==> config.mk <==
export PLATFORM = sky130hd
export DESIGN_NAME = iir_sample_feeder
export DESIGN_NICKNAME = d
export VERILOG_FILES = /design/src/rtl/iir_sample_feeder.sv
export SDC_FILE = /design/constraint.sdc
export NUM_CORES = 1
export LEC_CHECK = 0
export BUFFER_PORTS_ARGS = -buffer_cell sky130_fd_sc_hd__buf_2
export CORE_ASPECT_RATIO = 1.4
export CORE_UTILIZATION = 35
export CTS_CLUSTER_DIAMETER = 40
export DETAILED_ROUTE_END_ITERATION = 7
export SETUP_SLACK_MARGIN = 0.3
export SLEW_MARGIN = 10
export SYNTH_ARGS = -nofsm -noshare
export SYNTH_HDL_FRONTEND = slang
export SYNTH_SLANG_ARGS = --single-unit
export TNS_END_PERCENT = 10
==> constraint.sdc <==
create_clock -name clk -period 2.93 [get_ports clk]
set_input_delay 0.293 -clock clk [delete_from_list [all_inputs] [get_ports clk]]
set_output_delay 0.293 -clock clk [all_outputs]
set_load 0.005 [all_outputs]
==> src/rtl/iir_sample_feeder.sv <==
// rtl/iir_sample_feeder.sv - sample FIFO and rate-paced feeder for the IIR filter input
module iir_sample_feeder #(
    parameter int DATA_W    = 16,
    parameter int DEPTH     = 8,
    parameter int DIV_W     = 8,
    parameter int PRIME_LVL = 4
) (
    input  logic                       clk,
    input  logic                       rst,
    input  logic                       enable,
    input  logic [DIV_W-1:0]           rate_div,
    input  logic [DATA_W-1:0]          s_data,
    input  logic                       s_valid,
    output logic                       s_ready,
    output logic [DATA_W-1:0]          x,
    output logic                       x_strobe,
    output logic                       underrun,
    output logic [15:0]                underrun_cnt,
    output logic [$clog2(DEPTH):0]     level,
    output logic [1:0]                 state
);
    localparam int PTR_W = $clog2(DEPTH);
    localparam int LVL_W = PTR_W + 1;

    typedef enum logic [1:0] {
        IDLE  = 2'd0,
        PRIME = 2'd1,
        RUN   = 2'd2
    } state_t;

    state_t             st;
    logic [DATA_W-1:0]  mem [DEPTH];
    logic [PTR_W-1:0]   wr_ptr;
    logic [PTR_W-1:0]   rd_ptr;
    logic [LVL_W-1:0]   lvl;
    logic [DIV_W-1:0]   cnt;
    logic               push;
    logic               tick;
    logic               pop;

    // s_ready depends only on the registered level, never on this cycle's pop
    assign s_ready = (lvl != LVL_W'(DEPTH));
    assign push    = s_valid && s_ready;
    assign tick    = (st == RUN) && (cnt >= rate_div);
    assign pop     = tick && (lvl != '0);
    assign level   = lvl;
    assign state   = st;

    always_ff @(posedge clk) begin
        if (push) begin
            mem[wr_ptr] <= s_data;
        end
    end

    always_ff @(posedge clk or negedge rst) begin
        if (!rst) begin
            st           <= IDLE;
            wr_ptr       <= '0;
            rd_ptr       <= '0;
            lvl          <= '0;
            cnt          <= '0;
            x            <= '0;
            x_strobe     <= 1'b0;
            underrun     <= 1'b0;
            underrun_cnt <= '0;
        end else begin
            if (push) begin
                wr_ptr <= wr_ptr + PTR_W'(1);
            end
            if (pop) begin
                rd_ptr <= rd_ptr + PTR_W'(1);
            end
            case ({push, pop})
                2'b10:   lvl <= lvl + LVL_W'(1);
                2'b01:   lvl <= lvl - LVL_W'(1);
                default: lvl <= lvl;
            endcase

            x_strobe <= tick;
            underrun <= tick && (lvl == '0);
            if (tick) begin
                // Starved ticks still strobe, carrying a zero sample
                x <= pop ? mem[rd_ptr] : '0;
                if ((lvl == '0) && (underrun_cnt != 16'hFFFF)) begin
                    underrun_cnt <= underrun_cnt + 16'd1;
                end
            end

            if ((st != RUN) || !enable || tick) begin
                cnt <= '0;
            end else begin
                cnt <= cnt + DIV_W'(1);
            end

            case (st)
                IDLE: begin
                    if (enable) st <= PRIME;
                end
                PRIME: begin
                    if (!enable)                        st <= IDLE;
                    else if (lvl >= LVL_W'(PRIME_LVL))  st <= RUN;
                end
                RUN: begin
                    if (!enable) st <= IDLE;
                end
                default: st <= IDLE;
            endcase
        end
    end
endmodule

# == Word-level counts from Yosys, hierarchy flattened ==
# Memory sizes are Yosys's and may differ from the RTL's.
# Index checks and enable logic that the tools add are counted.
# word_totals
regBits,54
latchBits,0
ram_bits,128
rom_bits,0
in_bits,28
output_inout_bits,41
elab_cells,52
n_memories,1
# classes
n_addsub,6
n_mul,0
div,0
magnitude_cmp,2
n_eq_ne,10
n_shift,0
mux,10
bitwise,0
n_reduce_logical,14
# mem_list
name,words,word_bits,rd,rd_clocked_by_memory_dff,write_ports,line_no,text
mem,8,16,1,0,1,32,logic [DATA_W-1:0] mem [DEPTH];
# op_table
op,count
adder 16 x 1 -> 16 bit (second input constant),1
two-way mux 16 bit,1
!= test 16 bit (second input constant),1
adder 8 x 1 -> 8 bit (second input constant),1
>= comparator 8 bit,1
two-way mux 2 bit,4
two-way mux 8 bit,1
case mux 4 bit (2 select lines),1
adder 3 x 1 -> 3 bit (second input constant),2
!= test 2 bit (second input constant),3
case mux 2 bit (3 select lines),1
logical AND 1 bit,5
adder 4 x 1 -> 4 bit (second input constant),1
== test 2 x 1 -> 1 bit (second input constant),2
== test 2 bit (second input constant),2
>= comparator 4 x 3 -> 1 bit (second input constant),1
logical NOT 4 bit,1
!= test 4 bit (second input constant),1
nonzero test 4 bit,1
subtractor 4 x 1 -> 4 bit (second input constant),1
!= test 3 bit (second input constant),1
AND reduction 3 bit,1
logical NOT 2 bit,1
logical OR 1 bit,2
4 further kinds,5

# == Longest topological paths before layout ==
# logic_depth
ltp_word,5
depth_mapped,14
ltp_nobuf,14

# == Worst setup path before layout ==
# OpenSTA, ideal clock, no wires.
# synth_path
path_type,flip-flop to flip-flop
start,"register lvl[2], in the netlist level[2]"
end,memory mem[4][0] (enable)
setup_time_ps,436
arrival_time_ps,2835
required_time_ps,2494
slack_ps,-341
stages_incl_launch_ff,6
n_path_buf,1
period_less_slack_ps,3271
path_cell_list,dfrtp_1 > clkbuf_1 > or4b_2 > and2_1 > inv_1 > nor4b_1
# synth_between
elab_chain_cells,4
# synth_lines
element,line_no,text
from (decl),35,logic [LVL_W-1:0] lvl;
from (signal assigned),74,2'b10: lvl <= lvl + LVL_W'(1);
from (signal assigned),75,2'b01: lvl <= lvl - LVL_W'(1);
from (signal assigned),76,default: lvl <= lvl;
!= test 4 bit,42,assign s_ready = (lvl != LVL_W'(DEPTH));
net s_ready,14,"output logic s_ready,"
logical AND 1 bit,43,assign push = s_valid && s_ready;
two-way mux 1 bit,50,if (push) begin
two-way mux 1 bit (not written as such),51,mem[wr_ptr] <= s_data;
to (decl),32,
# The timed path passes the listed nets, and every way through them passes these cells.

# == Final worst setup path ==
# layout_path
start,register cnt[0]
end,"register lvl[3], in the netlist level[3]"
# layout_between
elab_chain_cells,5
word_cells_on_any_way,7
cone_classes,1 x order compare; 2 x eq/ne; 1 x mux; 3 x reduce/logical
# layout_lines
element,line_no,text
from (decl),36,logic [DIV_W-1:0] cnt;
from (signal assigned),92,cnt <= cnt + DIV_W'(1);
>= comparator 8 bit *,44,assign tick = (st == RUN) && (cnt >= rate_div);
logical AND 1 bit *,44,
logical AND 1 bit *,45,assign pop = tick && (lvl != '0);
net pop,39,logic pop;
== test 2 x 1 -> 1 bit or == test 2 bit (tied branches),73,"case ({push, pop})"
case mux 4 bit (2 select lines) or nonzero test 2 bit (tied branches),--,
# Mark *: on every way through the listed nets, which the timed path passes. The rest lies on a longest branch.
# A chain may end at the register's enable or synchronous reset.

==> impl_metrics.tcl <==
set metrics [dict create \
    clockPowerShare_pct 34.5 \
    count_of_flip_flops_with_a_built_in_enable_after_synthesis 128 \
    timing.final.crit_period_ns 2.64 \
    detailroute.via_count 4133 \
    syn_avg_cell_area_um2 17.0 \
    final_instance_count_excl_fillers 810 \
    netlist.top_cell.by_area "sky130_fd_sc_hd__edfxtp_1" \
    finClkSkew_ns 0.0106 \
    sw_ratio_pct 28.2 \
    criticalPathCategory "reg -> reg" \
    die_area_um2 22400 \
    grt-busiest-layer "met2" \
    layout-drive-gt1-share_pct 36.5 \
    startpoint_type "flop" \
    pre_cts_ws_ns 0.0693 \
    viasPerCell 5.10 \
    route.antenna.remaining_nets 0 \
    slowest_delay_ns 0.53 \
    timing.final.ws_setup_ns 0.285 \
    yosys_register_bits 182 \
    cts_buffers 17 \
    worstPathMaxFanout 5 \
    arrival_ns 2.99 \
    fin_hold_ws_ns 0.132 \
    clock-root-buffer "sky130_fd_sc_hd__clkbuf_16" \
    grt_max_degree 35 \
    cts_tree "done" \
    clkTransAtPathRegs_ns 0.07 \
    layout_overhead_on_the_synthesized_area_pct 19.2 \
    synthFlopType "sky130_fd_sc_hd__edfxtp_1" \
    ys_async_sr_fraction_pct 29.7 \
    postSynthNetCount 491 \
    grt_pass1_wl_mm 24.2 \
    p_comb_share_pct 14.5 \
    multi_input_comb_area_um2 2410 \
    dp_hpwl_mm 9.99 \
    htree_num_levels 4 \
    critPathBufInv 2 \
    grt_pass1_vias 4375 \
    min_period_over_period_pct 90.3 \
    avgRoutedWirePerCell_um 18.9 \
    relSlewSlack_pct 24.0 \
    hold_viol 0 \
    number_of_distinct_library_cells_after_synthesis 45 \
    end_kind "flop" \
    boundaryPins 69 \
    vdd.ir_drop.worst_uv 401 \
    cts_buffer_depth 2 \
    result_of_the_run "complete, no violations" \
    internal-power_mw 4.66 \
    worst_slew_pin_slew_ns 1.14 \
    required_ns 3.28 \
    num_rows 63 \
    placeableCoreArea_um2 21300 \
    timing.hold.worst.class "in -> reg" \
    fillerInstances 1866 \
    power_total_mw 6.49 \
    buffer_ports.inserted 68 \
    met2_usage_pct 27.1 \
    portion_of_total_power_attributed_to_sequential_cells_pct 51.0 \
    fp.dieW_um 127 \
    power_switching_mw 1.83 \
    first_pass_detailed_route_iteration_total 4 \
    syn-cell-area_um2 7620 \
    synth.top_cell.area_share_pct 50.4 \
    floorplan.die.height_um 177 \
    postSynthCellCount 448 \
    crit_path_cell_trace "inv_1 > ha_1 > nand2b_4 > a2111oi_4 > o21ai_4 > nand3_2 > inv_2 > ha_4 > or4bb_1 > a211oi_2 > xor2_1" \
    count_of_placed_standard_cells_including_taps 772 \
    grt.overflow.total 0 \
    layout.nets 578 \
    sequential_cell_area_um2 5200 \
    post_synth_main_area_contributors "sky130_fd_sc_hd__edfxtp_1 (50%), sky130_fd_sc_hd__dfrtp_1 (18%), sky130_fd_sc_hd__mux4_2 (9.5%)" \
    detail_route.wirelength_mm 15.3 \
    clkLatencyLatePin_ns 0.42 \
    grt_antenna_before_repair 1 \
    cellLeakagePower_nw 3.42 \
    initial_core_util_pct 35.8 \
    yosysWarnings 0 \
    drc 0 \
    final-setup-viol-count 0 \
    achievable-frequency_ghz 0.378 \
    timing.critical_path.max_delay_family "simple AND/OR/NAND/NOR gates" \
    track_usage_pct 14.5 \
    cellPowerDensity_nw_per_um2 715 \
    cts.sink_count 182 \
    grt_util_met1_pct 16.1 \
    detail_route.iter0.violations 186 \
    maxCapViolations 0 \
    rsz0062_at_grt "true" \
    use_met3_pct 3.03 \
    cpMaxStageDelayCell "sky130_fd_sc_hd__or4bb_1" \
    gp_routability_congestion 0.811 \
    synth-seq-area-share_pct 68.2 \
    drv_slew 0 \
]
==> cell usage after synthesis, types with 7 or more instances <==
| cell | count |
|---|---|
| sky130_fd_sc_hd__buf_2 | 8 |
| sky130_fd_sc_hd__dfrtp_1 | 54 |
| sky130_fd_sc_hd__edfxtp_1 | 128 |
| sky130_fd_sc_hd__ha_1 | 15 |
| sky130_fd_sc_hd__inv_1 | 13 |
| sky130_fd_sc_hd__mux2_2 | 16 |
| sky130_fd_sc_hd__mux2i_1 | 16 |
| sky130_fd_sc_hd__mux4_2 | 32 |
| sky130_fd_sc_hd__nand2_1 | 15 |
| sky130_fd_sc_hd__nand3_1 | 14 |
| sky130_fd_sc_hd__nand4_1 | 13 |
| sky130_fd_sc_hd__nor2_1 | 30 |
| sky130_fd_sc_hd__nor3_1 | 7 |
| sky130_fd_sc_hd__xnor2_1 | 21 |
| sky130_fd_sc_hd__xor2_1 | 9 |
==> timing repair <==
| item | 4_1_cts | 5_1_grt |
|---|---|---|
| setup endpoints to repair | 2 | 47 |
| buffers inserted | 0 | 3 |
| resized for setup | 9 | 7 |
| hold buffers | 1 | 0 |
| pin swaps | 2 | 5 |
| endpoints found under the hold margin | 26 | 0 |
==> metal layers <==
metal  vias up  part of all wire, %
met4         0                  1.7
met1      2125                   40
met5         -                    0
met2        95                   55
li1       1894                    -
met3        19                  3.5
==> registers in the layout, summed over array words and instances (netlist names) <==
signal        count
cnt               8
level             4
mem             128
rd_ptr            3
state             2
underrun          1
underrun_cnt     16
wr_ptr            3
x                16
x_strobe          1
==> cell usage in the layout (no fill, tap or decap), drive strengths merged, types with 2 or more instances in the layout <==
cell	count
nor2	31
xor2	9
ha	15
dfrtp	54
a21oi	3
nor4	7
mux2	19
o21a	2
inv	21
nand4	13
a211oi	2
diode	2
mux2i	16
and3	6
and2	2
edfxtp	128
nand3	15
xnor2	21
o21ai	4
nor3b	2
mux4	32
nand2	16
buf	87
clkbuf	18
clkinv	6
nor3	7
==> worst register-to-register path, delay by kind of cell (launching register included) <==
kind                     cells  cell delay (ns)
AO/OA/AOI/OAI                3             0.76
flip-flops                   1             0.35
buffers and inverters        2             0.11
adder cells (fa/ha/maj)      2             0.44
AND/OR/NAND/NOR              3             0.78
XOR/XNOR                     1             0.15
==> cell families (layout without fill, tap and decap cells) <==
logic type	Yosys count	count (layout)	synth area share [%]
multiplexers	67	67	14.4
adder cells (fa/ha/maj)	15	15	2.46
AO/OA/AOI/OAI	14	14	1.59
buffers and inverters	33	133	2.05
other	0	2	0
AND/OR/NAND/NOR	107	107	7.86
flip-flops	182	182	68.2
XOR/XNOR	30	30	3.45
==> metrics by stage <==
| stage | setup TNS [ns] | instance area (µm²) | utilization [%] |
|---|---|---|---|
| floorplan | -2.49 | 7630 | - |
| global placement | 0 | 8390 | 39.4 |
| detailed placement | 0 | 8390 | 39.4 |
| CTS | 0 | 9030 | 42.4 |
| global route | 0 | 9080 | 42.7 |
| finish | 0 | 9080 | 42.7 |
==> cell type report <==
type                            instances  share of cell area, %
Timing Repair Buffer                   88                   5.57
Antenna cell                            2                 0.0551
Tap cell                              260                   3.58
Multi-Input combinational cell        233                   26.5
Clock inverter                         14                   1.76
Clock buffer                           18                   4.73
Sequential cell                       182                   57.3
Inverter                               13                  0.537
==> power groups by stage <==
| stage | Clock [mW] | Combinational (mW) | Sequential, mW |
|---|---|---|---|
| floorplan | 0 | 0.597 | 3.26 |
| global placement | 0 | 0.907 | 3.34 |
| detailed placement | 0 | 0.933 | 3.37 |
| CTS | 2.28 | 0.954 | 3.32 |
| global route | 2.38 | 1.04 | 3.35 |
| finish | 2.24 | 0.941 | 3.31 |
==> worst paths after layout <==
check	slack [ns]	start	cells past startpoint	end
setup / recovery	0.29	cnt[0]$_DFF_PN0_	11	level[3]$_DFFE_PN0P_
hold / removal	0.13	enable	2	state[1]$_DFFE_PN0P_
setup reg to reg	0.29	cnt[0]$_DFF_PN0_	11	level[3]$_DFFE_PN0P_
hold reg to reg	0.50	x[5]$_DFFE_PN0P_	1	x[5]$_DFFE_PN0P_
max in group asynchronous	1.71	rst	3	x[3]$_DFFE_PN0P_
min in group asynchronous	0.40	rst	2	cnt[7]$_DFF_PN0_
(Power assumes the default switching activity.)
